===== src/rtl/fetch_sequencer.sv =====
`default_nettype none
// +----------------------------------------------------------------------------+
// | fetch_sequencer: instruction fetch / immediate / execute / interrupt FSM     |
// | Revision: 1.0                                                              |
// +----------------------------------------------------------------------------+
module fetch_sequencer #(
  parameter int unsigned DATA_W        = 12,
  parameter int unsigned ADDR_W        = 24,
  parameter int unsigned IRQ_N         = 24,
  parameter int unsigned RESET_PC      = 0,
  parameter int unsigned VECTOR_BASE   = 32'h0000_0100,
  parameter int unsigned VECTOR_STRIDE = 4,
  parameter int unsigned ID_W          = (IRQ_N > 1) ? $clog2(IRQ_N) : 1
) (
  input  logic              clk,
  input  logic              rst,
  output logic [ADDR_W-1:0] mem_addr,
  output logic              mem_req,
  input  logic              mem_ready,
  input  logic [DATA_W-1:0] mem_rdata,
  input  logic              has_imm,
  output logic [DATA_W-1:0] instr,
  output logic [DATA_W-1:0] imm,
  output logic              instr_valid,
  input  logic              exec_done,
  input  logic              jump_valid,
  input  logic [ADDR_W-1:0] jump_addr,
  input  logic [IRQ_N-1:0]  irq,
  input  logic              irq_en,
  output logic              irq_ack,
  output logic [ID_W-1:0]   irq_id,
  output logic [ADDR_W-1:0] ret_pc,
  output logic [3:0]        state
);

  typedef enum logic [3:0] {
    S_FETCH = 4'b0001,
    S_IMM   = 4'b0010,
    S_EXEC  = 4'b0100,
    S_IRQ   = 4'b1000
  } state_t;

  localparam logic [ADDR_W-1:0] c_reset_pc   = ADDR_W'(RESET_PC);
  localparam logic [ADDR_W-1:0] c_vec_base   = ADDR_W'(VECTOR_BASE);
  localparam logic [ADDR_W-1:0] c_vec_stride = ADDR_W'(VECTOR_STRIDE);

  state_t              r_state;
  logic [ADDR_W-1:0]   r_pc;
  logic [DATA_W-1:0]   r_instr;
  logic [DATA_W-1:0]   r_imm;
  logic [ID_W-1:0]     r_irq_id;
  logic [ADDR_W-1:0]   r_ret_pc;
  logic                r_irq_ack;
  logic                r_instr_valid;

  logic [ID_W-1:0]     w_irq_sel;
  logic [ADDR_W-1:0]   w_pc_inc;
  logic [ADDR_W-1:0]   w_target;
  logic [ADDR_W-1:0]   w_vector;

  // Descending scan so the lowest set request wins.
  always_comb begin
    w_irq_sel = '0;
    for (int i = IRQ_N - 1; i >= 0; i--) begin
      if (irq[i]) w_irq_sel = ID_W'(i);
    end
  end

  assign w_pc_inc = r_pc + ADDR_W'(1);
  assign w_target = jump_valid ? jump_addr : r_pc;
  assign w_vector = c_vec_base + ADDR_W'(r_irq_id) * c_vec_stride;

  assign mem_req     = (r_state == S_FETCH) || (r_state == S_IMM);
  assign mem_addr    = mem_req ? r_pc : '0;
  assign instr       = (r_state == S_FETCH) ? mem_rdata : r_instr;
  assign imm         = r_imm;
  assign instr_valid = r_instr_valid;
  assign irq_ack     = r_irq_ack;
  assign irq_id      = r_irq_id;
  assign ret_pc      = r_ret_pc;
  assign state       = r_state;

  always_ff @(posedge clk or negedge rst) begin
    if (!rst) begin
      r_state       <= S_FETCH;
      r_pc          <= c_reset_pc;
      r_instr       <= '0;
      r_imm         <= '0;
      r_irq_id      <= '0;
      r_ret_pc      <= '0;
      r_irq_ack     <= 1'b0;
      r_instr_valid <= 1'b0;
    end else begin
      case (r_state)
        S_FETCH: begin
          if (mem_ready) begin
            r_instr <= mem_rdata;
            r_pc    <= w_pc_inc;
            if (has_imm) begin
              r_state <= S_IMM;
            end else begin
              r_state       <= S_EXEC;
              r_instr_valid <= 1'b1;
            end
          end
        end
        S_IMM: begin
          if (mem_ready) begin
            r_imm         <= mem_rdata;
            r_pc          <= w_pc_inc;
            r_state       <= S_EXEC;
            r_instr_valid <= 1'b1;
          end
        end
        S_EXEC: begin
          if (exec_done) begin
            r_pc          <= w_target;
            r_instr_valid <= 1'b0;
            // Interrupts are only accepted on the instruction boundary.
            if (irq_en && (|irq)) begin
              r_state   <= S_IRQ;
              r_irq_ack <= 1'b1;
              r_irq_id  <= w_irq_sel;
              r_ret_pc  <= w_target;
            end else begin
              r_state <= S_FETCH;
            end
          end
        end
        S_IRQ: begin
          r_pc      <= w_vector;
          r_irq_ack <= 1'b0;
          r_state   <= S_FETCH;
        end
        default: begin
          r_state       <= S_FETCH;
          r_irq_ack     <= 1'b0;
          r_instr_valid <= 1'b0;
        end
      endcase
    end
  end

endmodule
`default_nettype wire


===== config.mk =====
export PLATFORM = sky130hd
export DESIGN_NAME = fetch_sequencer
export DESIGN_NICKNAME = d
export VERILOG_FILES = /design/src/rtl/fetch_sequencer.sv
export SDC_FILE = /design/constraint.sdc
export NUM_CORES = 1
export LEC_CHECK = 0
export ABC_AREA = 1
export CAP_MARGIN = 20
export CORE_MARGIN = 2
export CORE_UTILIZATION = 51
export CTS_CLUSTER_DIAMETER = 80
export CTS_CLUSTER_SIZE = 10
export DETAILED_ROUTE_END_ITERATION = 16
export PLACE_DENSITY = 0.89
export SYNTH_ARGS = -nofsm -noshare
export SYNTH_HDL_FRONTEND = slang
export SYNTH_SLANG_ARGS = --single-unit

===== constraint.sdc =====
create_clock -name clk -period 4.61 [get_ports clk]
set_input_delay 0.922 -clock clk [delete_from_list [all_inputs] [get_ports clk]]
set_output_delay 0.922 -clock clk [all_outputs]
set_load 0.02 [all_outputs]

Word level (Yosys, flattened, before mapping). Index checks and enable logic that the tools add are counted.

Bits of input ports: 67. Output and inout port bits: 84. Bits in registers: 83. Word-level logic and storage cells: 78.

Add/sub/neg operators: 2. Multiplexer cells: 44. Reductions and logical operators: 12. Bitwise logic cells: 2. Equal/unequal tests: 10.

Operators by type and width (count): $mux W5 (24); $mux W24 (4); $pmux W24 S3 (1); $add A24 B1 Y24 const B (1); $reduce_or A24 Y1 (1); $mux W4 (4); $mux W12 (1); $pmux W4 S3 (1); $reduce_and A3 Y1 (4); $add A9 B7 Y10 const A (1); $ne A2 B2 Y1 const B (5); $mux W1 (6); $reduce_and A5 Y1 (1); $eq A4 B1 Y1 const B (1); $eq A4 B2 Y1 const B (1); $eq A4 B3 Y1 const B (1); $eq A4 B4 Y1 const B (1); $pmux W1 S4 (1); $reduce_and A2 Y1 (2); $mux W3 (1); $reduce_bool A3 Y1 (1); $ne A2 B1 Y1 const B (1); $not A1 Y1 (2); $pmux W1 S2 (1); other kinds (3) (3).

Depth between registers and ports, before layout. Gate-level depths: netlist (run 1).

Depth in word-level cells: 24. Gate-level depth with buffers: 25. Mapped depth without buffers: 25.

Worst setup path after synthesis (run 1). No wires, ideal clock.

Path kind: register to output. Start point: reg r_state[0], in the netlist state[0]. End point: out instr[0]. Setup slack: 1.877 ns. Data arrival time: 1.811 ns. Required time: 3.688 ns. Cell stages (with the launch flop): 6. Buffers on the path: 1. Cell sequence: dfstp_2 -> inv_1 -> nor3_1 -> inv_1 -> clkbuf_1 -> o21ai_0.

Word-level cells in the longest chain between the ends: 2.

Ends and longest elaborated chain: from (decl) (line 47) `state_t r_state;`; from (signal assigned) (line 85) `r_state <= S_FETCH;`; from (signal assigned) (line 100) `r_state <= S_IMM;`; from (signal assigned) (line 102) `r_state <= S_EXEC;`; $eq A4 B1 Y1 (line 75) `assign instr = (r_state == S_FETCH) ? mem_rdata : r_instr;`; $mux W12 (line 75); to (decl) (line 22) `output logic [DATA_W-1:0] instr,`.

Every way passes these cells.

Worst setup path in the final report (run 1). Same ends and word-level chain as after synthesis.

==> results of run 1 <==
[critical path, cell delays in order, from the launching register on]
cell and delay, ns:
dfstp_2 0.57, inv_1 0.05, nor3_1 0.37, inv_1 0.41, o21ai_0 0.30, clkdlybuf4s50_1 0.64
[cells by family after synthesis]
group                      count (synthesis)  share of synthesized area
and+or+nand+nor                          286                      0.261
xor gates and xnor gates                   8                     0.0148
adders and majority gates                  1                    0.00265
AOI/OAI and AO/OA                        148                      0.187
buffers and inverters                    112                     0.0949
DFF                                       83                      0.440
[cell type report]
type,instances,area share
multi-input cells,443,0.338
clock inverters,6,0.0110
clock buffers,10,0.0196
well taps,111,0.0214
inverters,87,0.0503
flip-flops and latches,83,0.320
repair buffers,155,0.240
[registers in the layout (all words and copies together) (netlist names)]
signal	count
irq_id	5
state	4
r_instr	12
instr_valid	1
imm	12
r_pc	24
irq_ack	1
ret_pc	24
[per-layer routing]
| layer | vias up | track usage |
|---|---|---|
| li1 | 2333 | - |
| met1 | 2235 | 0.319 |
| met2 | 186 | 0.453 |
| met3 | 27 | 0.0752 |
| met4 | 0 | 0.0980 |
| met5 | - | 0 |
[per-stage QoR]
| step | instances | total power, mW | setup slack (ns) | area [µm²] |
|---|---|---|---|---|
| after floorplan | 638 | 2.79 | 1.88 | 4720 |
| after global placement | 878 | 3.82 | 0.889 | 6270 |
| after detailed placement | 878 | 3.90 | 0.794 | 6270 |
| after CTS | 894 | 4.45 | 0.953 | 6470 |
| after global routing | 895 | 4.75 | 0.727 | 6490 |
| final | 895 | 4.44 | 0.979 | 6490 |
[how the worst max path moves through the flow]
stage	endpoint	depth (start not counted)	slack [ns]
after global placement	irq_id[1]$_DFFE_PN0P_	13	0.89
after detailed placement	irq_id[1]$_DFFE_PN0P_	13	0.79
after floorplan	instr[0]	5	1.88
after global routing	instr[0]	5	0.73
final	instr[0]	5	0.98
after CTS	instr[3]	5	0.95
[cells in the final DEF, fill, tap and decap left out, types with 13 or more instances in the layout]
master | Yosys | layout
clkdlybuf4s50_1 | 0 | 149
nand3_1 | 13 | 13
dfrtp_1 | 82 | 82
a22oi_1 | 18 | 18
o21ai_1 | 16 | 16
a21oi_1 | 21 | 21
o21ai_0 | 59 | 59
o21a_1 | 13 | 13
inv_1 | 79 | 79
nor2_1 | 56 | 55
nand2_1 | 189 | 189
[power groups by stage]
stage               Combinational [mW]  Clock [mW]  Sequential, mW
finish                            2.65       0.534            1.25
global route                      2.89       0.575            1.29
CTS                               2.66       0.542            1.25
detailed placement                2.64           0            1.26
global placement                  2.57           0            1.24
floorplan                         1.35           0            1.44
==> results.py, run 1 <==
metrics = {
    "logic_synthesis": {
        "syn-cell-area_um2": 4720,
        "netlist_instances": 638,
        "synth_ff_type": "dfrtp_1",
        "yosys_warnings": 0,
        "synth_area_leaders": "dfrtp_1 (43%), nand2_1 (15%), inv_1 (6.3%), o21ai_0 (6.3%), nor2_1 (4.5%)",
        "async_flop_share": 1.00,
        "synth_area_leader_cell": "dfrtp_1",
        "syn_nets": 706,
        "synth_area_per_cell_um2": 7.40,
        "synth.most_common_cell": "nand2_1",
        "synth_common_cells": "nand2_1 (189), dfrtp_1 (82), inv_1 (79)",
        "netlist.area_leader.share": 0.435,
        "yosysUniqueCellTypes": 41,
        "synth_seq_area_share": 0.440,
        "synth_enable_flop_cells": 0,
        "synth-seq-cells": 83,
    },
    "sta": {
        "rsz0062_at_grt": "no",
        "min_period_over_period": 0.788,
        "hold_viol": 0,
        "final_max_slew_viol_count": 0,
        "max_freq_ghz": 0.275,
        "setup_viol_count_final": 0,
        "tightestPinTransition_ns": 0.969,
        "skew_ns": 0.00844,
        "tns_ns": 0,
        "whs_ns": 0.418,
        "period_needed_ns": 3.63,
        "relSlewSlack": 0.353,
    },
    "floorplanning": {
        "dieArea_um2": 10000,
        "row_count": 35,
        "die_h_um": 100,
        "num_io_pins": 151,
        "start_util": 0.518,
        "die_w_um": 100,
        "core_um2": 9110,
    },
    "clock_tree": {
        "cts_root_buffer": "clkbuf_8",
        "cts_buffers": 9,
        "postCtsHoldBufs": 0,
        "cts_resized": 0,
        "post_cts.repair.setup_buffers": 0,
        "clk_pin_slew_worst_paths_ns": 0.09,
        "clock_path_buffers": 2,
        "clk_latency_ns": 0.36,
        "cts_tree": "built",
        "clock-sinks": 83,
        "cts_max_level": 3,
    },
    "drt": {
        "routed_wirelength_mm": 12.9,
        "drtAntennaViolNets": 0,
        "first_iter_violations": 304,
        "drt-met1-wl_mm": 5.19,
        "firstDrtPassIters": 5,
        "dr.max_layer_used": "met4",
        "wl_met2_mm": 6.50,
        "via_per_inst": 5.34,
        "num_vias": 4781,
        "post_drt_wl_per_cell_um": 14.4,
        "drc": 0,
        "met3RoutedLength_um": 983,
    },
    "place": {
        "place_congestion": 0.864,
        "hpwl_mm": 9.50,
        "io_buffers": 150,
    },
    "worst_setup_path": {
        "required_ns": 3.69,
        "worst_setup_path_end_kind": "output port",
        "reg2reg_to": "irq_id[1]$_DFFE_PN0P_",
        "worstReg2RegStart": "state[0]$_DFFE_PN1P_",
        "r2r_cells": 13,
        "rrSetupSlack_ns": 1.38,
        "cp_max_fo": 25,
        "cp_data_arrival_time_ns": 2.71,
        "crit_type": "flop to output port",
        "setup.worst_path.start": "state[0]$_DFFE_PN1P_",
        "cp-start-kind": "flop",
    },
    "layout": {
        "num_antenna_cells": 0,
        "multi_input_area_um2": 2200,
        "drive_above_1_share": 0.0663,
        "syn_to_final_growth_pct": 37.6,
        "post-route-util": 0.713,
        "nets": 847,
        "seq_area_um2": 2080,
        "nFillCells": 725,
    },
    "pwr": {
        "intPower_mw": 2.39,
        "p_comb_frac": 0.597,
        "p_sw_mw": 2.05,
        "swShare": 0.461,
        "powerDensity_nw_per_um2": 683,
        "p_leak_nw": 3.04,
        "power_frac_clock": 0.120,
        "seq_power_share": 0.282,
        "irDropWorstVdd_mv": 0.508,
    },
    "global_route": {
        "grt_max_degree": 84,
        "antenna_found_initial": 0,
        "grt_overflow": 0,
        "grt_pass1_wl_mm": 21.6,
        "grt_pass1_vias": 4766,
        "track_usage": 0.265,
    },
    "flow_run": {
        "maxCapViolations": 0,
    },
    "worst_hold_path": {
        "hp-class": "input port to asynchronous set/reset pin",
    },
    "run_status": {
        "status": "finished clean",
    },
}
(Power assumes the default switching activity.)
==> run 2: changes to the inputs <==
CORE_UTILIZATION = 47   (was 51)
PLACE_DENSITY = 0.83   (was 0.89)
clock period = 3.81 ns   (was 4.61 ns; I/O delays follow)
==> run 2 against run 1 <==
  * Via count down 0.48%
  * Clock power rose by 13%
  * Hold slack worse by 0.20 ns
  * Final cell count is 2.8% higher
  * Global-route usage fell by 2.8 points
==> results.py, run 2 (synthesized netlist as in run 1, its figures left out) <==
metrics = {
    "clock_tree": {
        "cts_root_buffer": "clkbuf_8",
        "cts_tree": "built",
        "clock-sinks": 83,
        "cts_resized": 0,
        "postCtsHoldBufs": 0,
        "cts_buffers": 9,
        "clk_pin_slew_worst_paths_ns": 0.09,
        "clock_path_buffers": 2,
        "cts_max_level": 3,
        "clk_latency_ns": 0.36,
        "post_cts.repair.setup_buffers": 0,
    },
    "global_route": {
        "grt_max_degree": 84,
        "grt_pass1_vias": 4542,
        "grt_pass1_wl_mm": 21.3,
        "antenna_found_initial": 0,
        "track_usage": 0.237,
        "grt_overflow": 0,
    },
    "worst_setup_path": {
        "rrSetupSlack_ns": 0.71,
        "cp-start-kind": "flop",
        "crit_type": "flop to output port",
        "reg2reg_to": "irq_id[2]$_DFFE_PN0P_",
        "worstReg2RegStart": "state[3]$_DFFE_PN0P_",
        "r2r_cells": 9,
        "worst_setup_path_end_kind": "output port",
        "cp_max_fo": 25,
        "cp_data_arrival_time_ns": 2.79,
        "required_ns": 3.05,
    },
    "floorplanning": {
        "start_util": 0.483,
        "dieArea_um2": 10900,
        "die_w_um": 104,
        "die_h_um": 104,
        "core_um2": 9770,
        "row_count": 36,
        "num_io_pins": 151,
    },
    "drt": {
        "num_vias": 4758,
        "routed_wirelength_mm": 13.0,
        "first_iter_violations": 272,
        "drc": 0,
        "post_drt_wl_per_cell_um": 14.1,
        "via_per_inst": 5.17,
        "firstDrtPassIters": 5,
        "drtAntennaViolNets": 0,
    },
    "place": {
        "place_congestion": 0.881,
        "place_ws_ns": 0.227,
        "io_buffers": 150,
        "place_area_um2": 6320,
        "dp_cells": 903,
        "hpwl_mm": 9.52,
    },
    "pwr": {
        "powerDensity_nw_per_um2": 819,
        "irDropWorstVdd_mv": 0.535,
        "total_power_mw": 5.35,
        "p_leak_nw": 3.04,
    },
    "sta": {
        "max_freq_ghz": 0.282,
        "tightestPinTransition_ns": 0.906,
        "relSlewSlack": 0.395,
        "min_period_over_period": 0.932,
        "rsz0062_at_grt": "no",
        "final_max_slew_viol_count": 0,
        "period_needed_ns": 3.55,
        "tns_ns": 0,
        "whs_ns": 0.214,
        "worst_slack_ns": 0.258,
        "hold_viol": 0,
        "skew_ns": 0.0102,
        "setup_viol_count_final": 0,
    },
    "layout": {
        "post-route-util": 0.668,
        "seq_area_um2": 2080,
        "layout_common_cells": "nand2_1 (189), clkdlybuf4s50_1 (149), dfrtp_1 (82)",
        "drive_above_1_share": 0.0712,
        "syn_to_final_growth_pct": 38.4,
        "final_common_cell": "nand2_1",
        "nets": 850,
        "stdcell_count": 920,
        "num_antenna_cells": 0,
        "nFillCells": 802,
        "design_area_um2": 6530,
        "multi_input_area_um2": 2200,
    },
    "run_status": {
        "status": "finished clean",
    },
    "flow_run": {
        "maxCapViolations": 0,
    },
    "worst_hold_path": {
        "hp-class": "input port to asynchronous set/reset pin",
    },
}
run 2: routing by layer:
layer / global-route usage / wire [µm]
met5: 0 / 0
met4: 0.0618 / 119
met3: 0.0639 / 1200
met2: 0.410 / 6400
met1: 0.294 / 5290
run 2: power breakdown:
group | total [mW] | switching [mW] | internal (mW)
clock network | 0.605 | 0.346 | 0.259
registers | 1.53 | 0.271 | 1.26
logic | 3.21 | 1.87 | 1.34
total | 5.35 | 2.49 | 2.86
run 2: cell type report:
type                            instances  share of cell area
Sequential cell                        83               0.318
Clock inverter                          6             0.00728
Timing Repair Buffer                  158               0.242
Multi-Input combinational cell        443               0.336
Clock buffer                           10              0.0211
Inverter                               87              0.0500
Tap cell                              133              0.0255
run 2: how the worst max path moves through the flow:
stage	from	endpoint	slack, ns	depth (start not counted)
finish	state[0]$_DFFE_PN1P_	instr[5]	0.26	5
global route	state[3]$_DFFE_PN0P_	instr[3]	0.02	6
CTS	state[0]$_DFFE_PN1P_	instr[5]	0.23	5
detailed placement	irq[3]	irq_id[2]$_DFFE_PN0P_	0.23	12
global placement	irq[0]	irq_id[3]$_DFFE_PN0P_	0.31	12
floorplan	state[0]$_DFFE_PN1P_	instr[0]	1.24	5
run 2: critical path, stage by stage, from the launching register on:
cell             delay, ns
dfstp_2               0.56
inv_1                 0.04
nor3_1                0.42
inv_1                 0.44
o21ai_0               0.32
clkdlybuf4s50_1       0.65
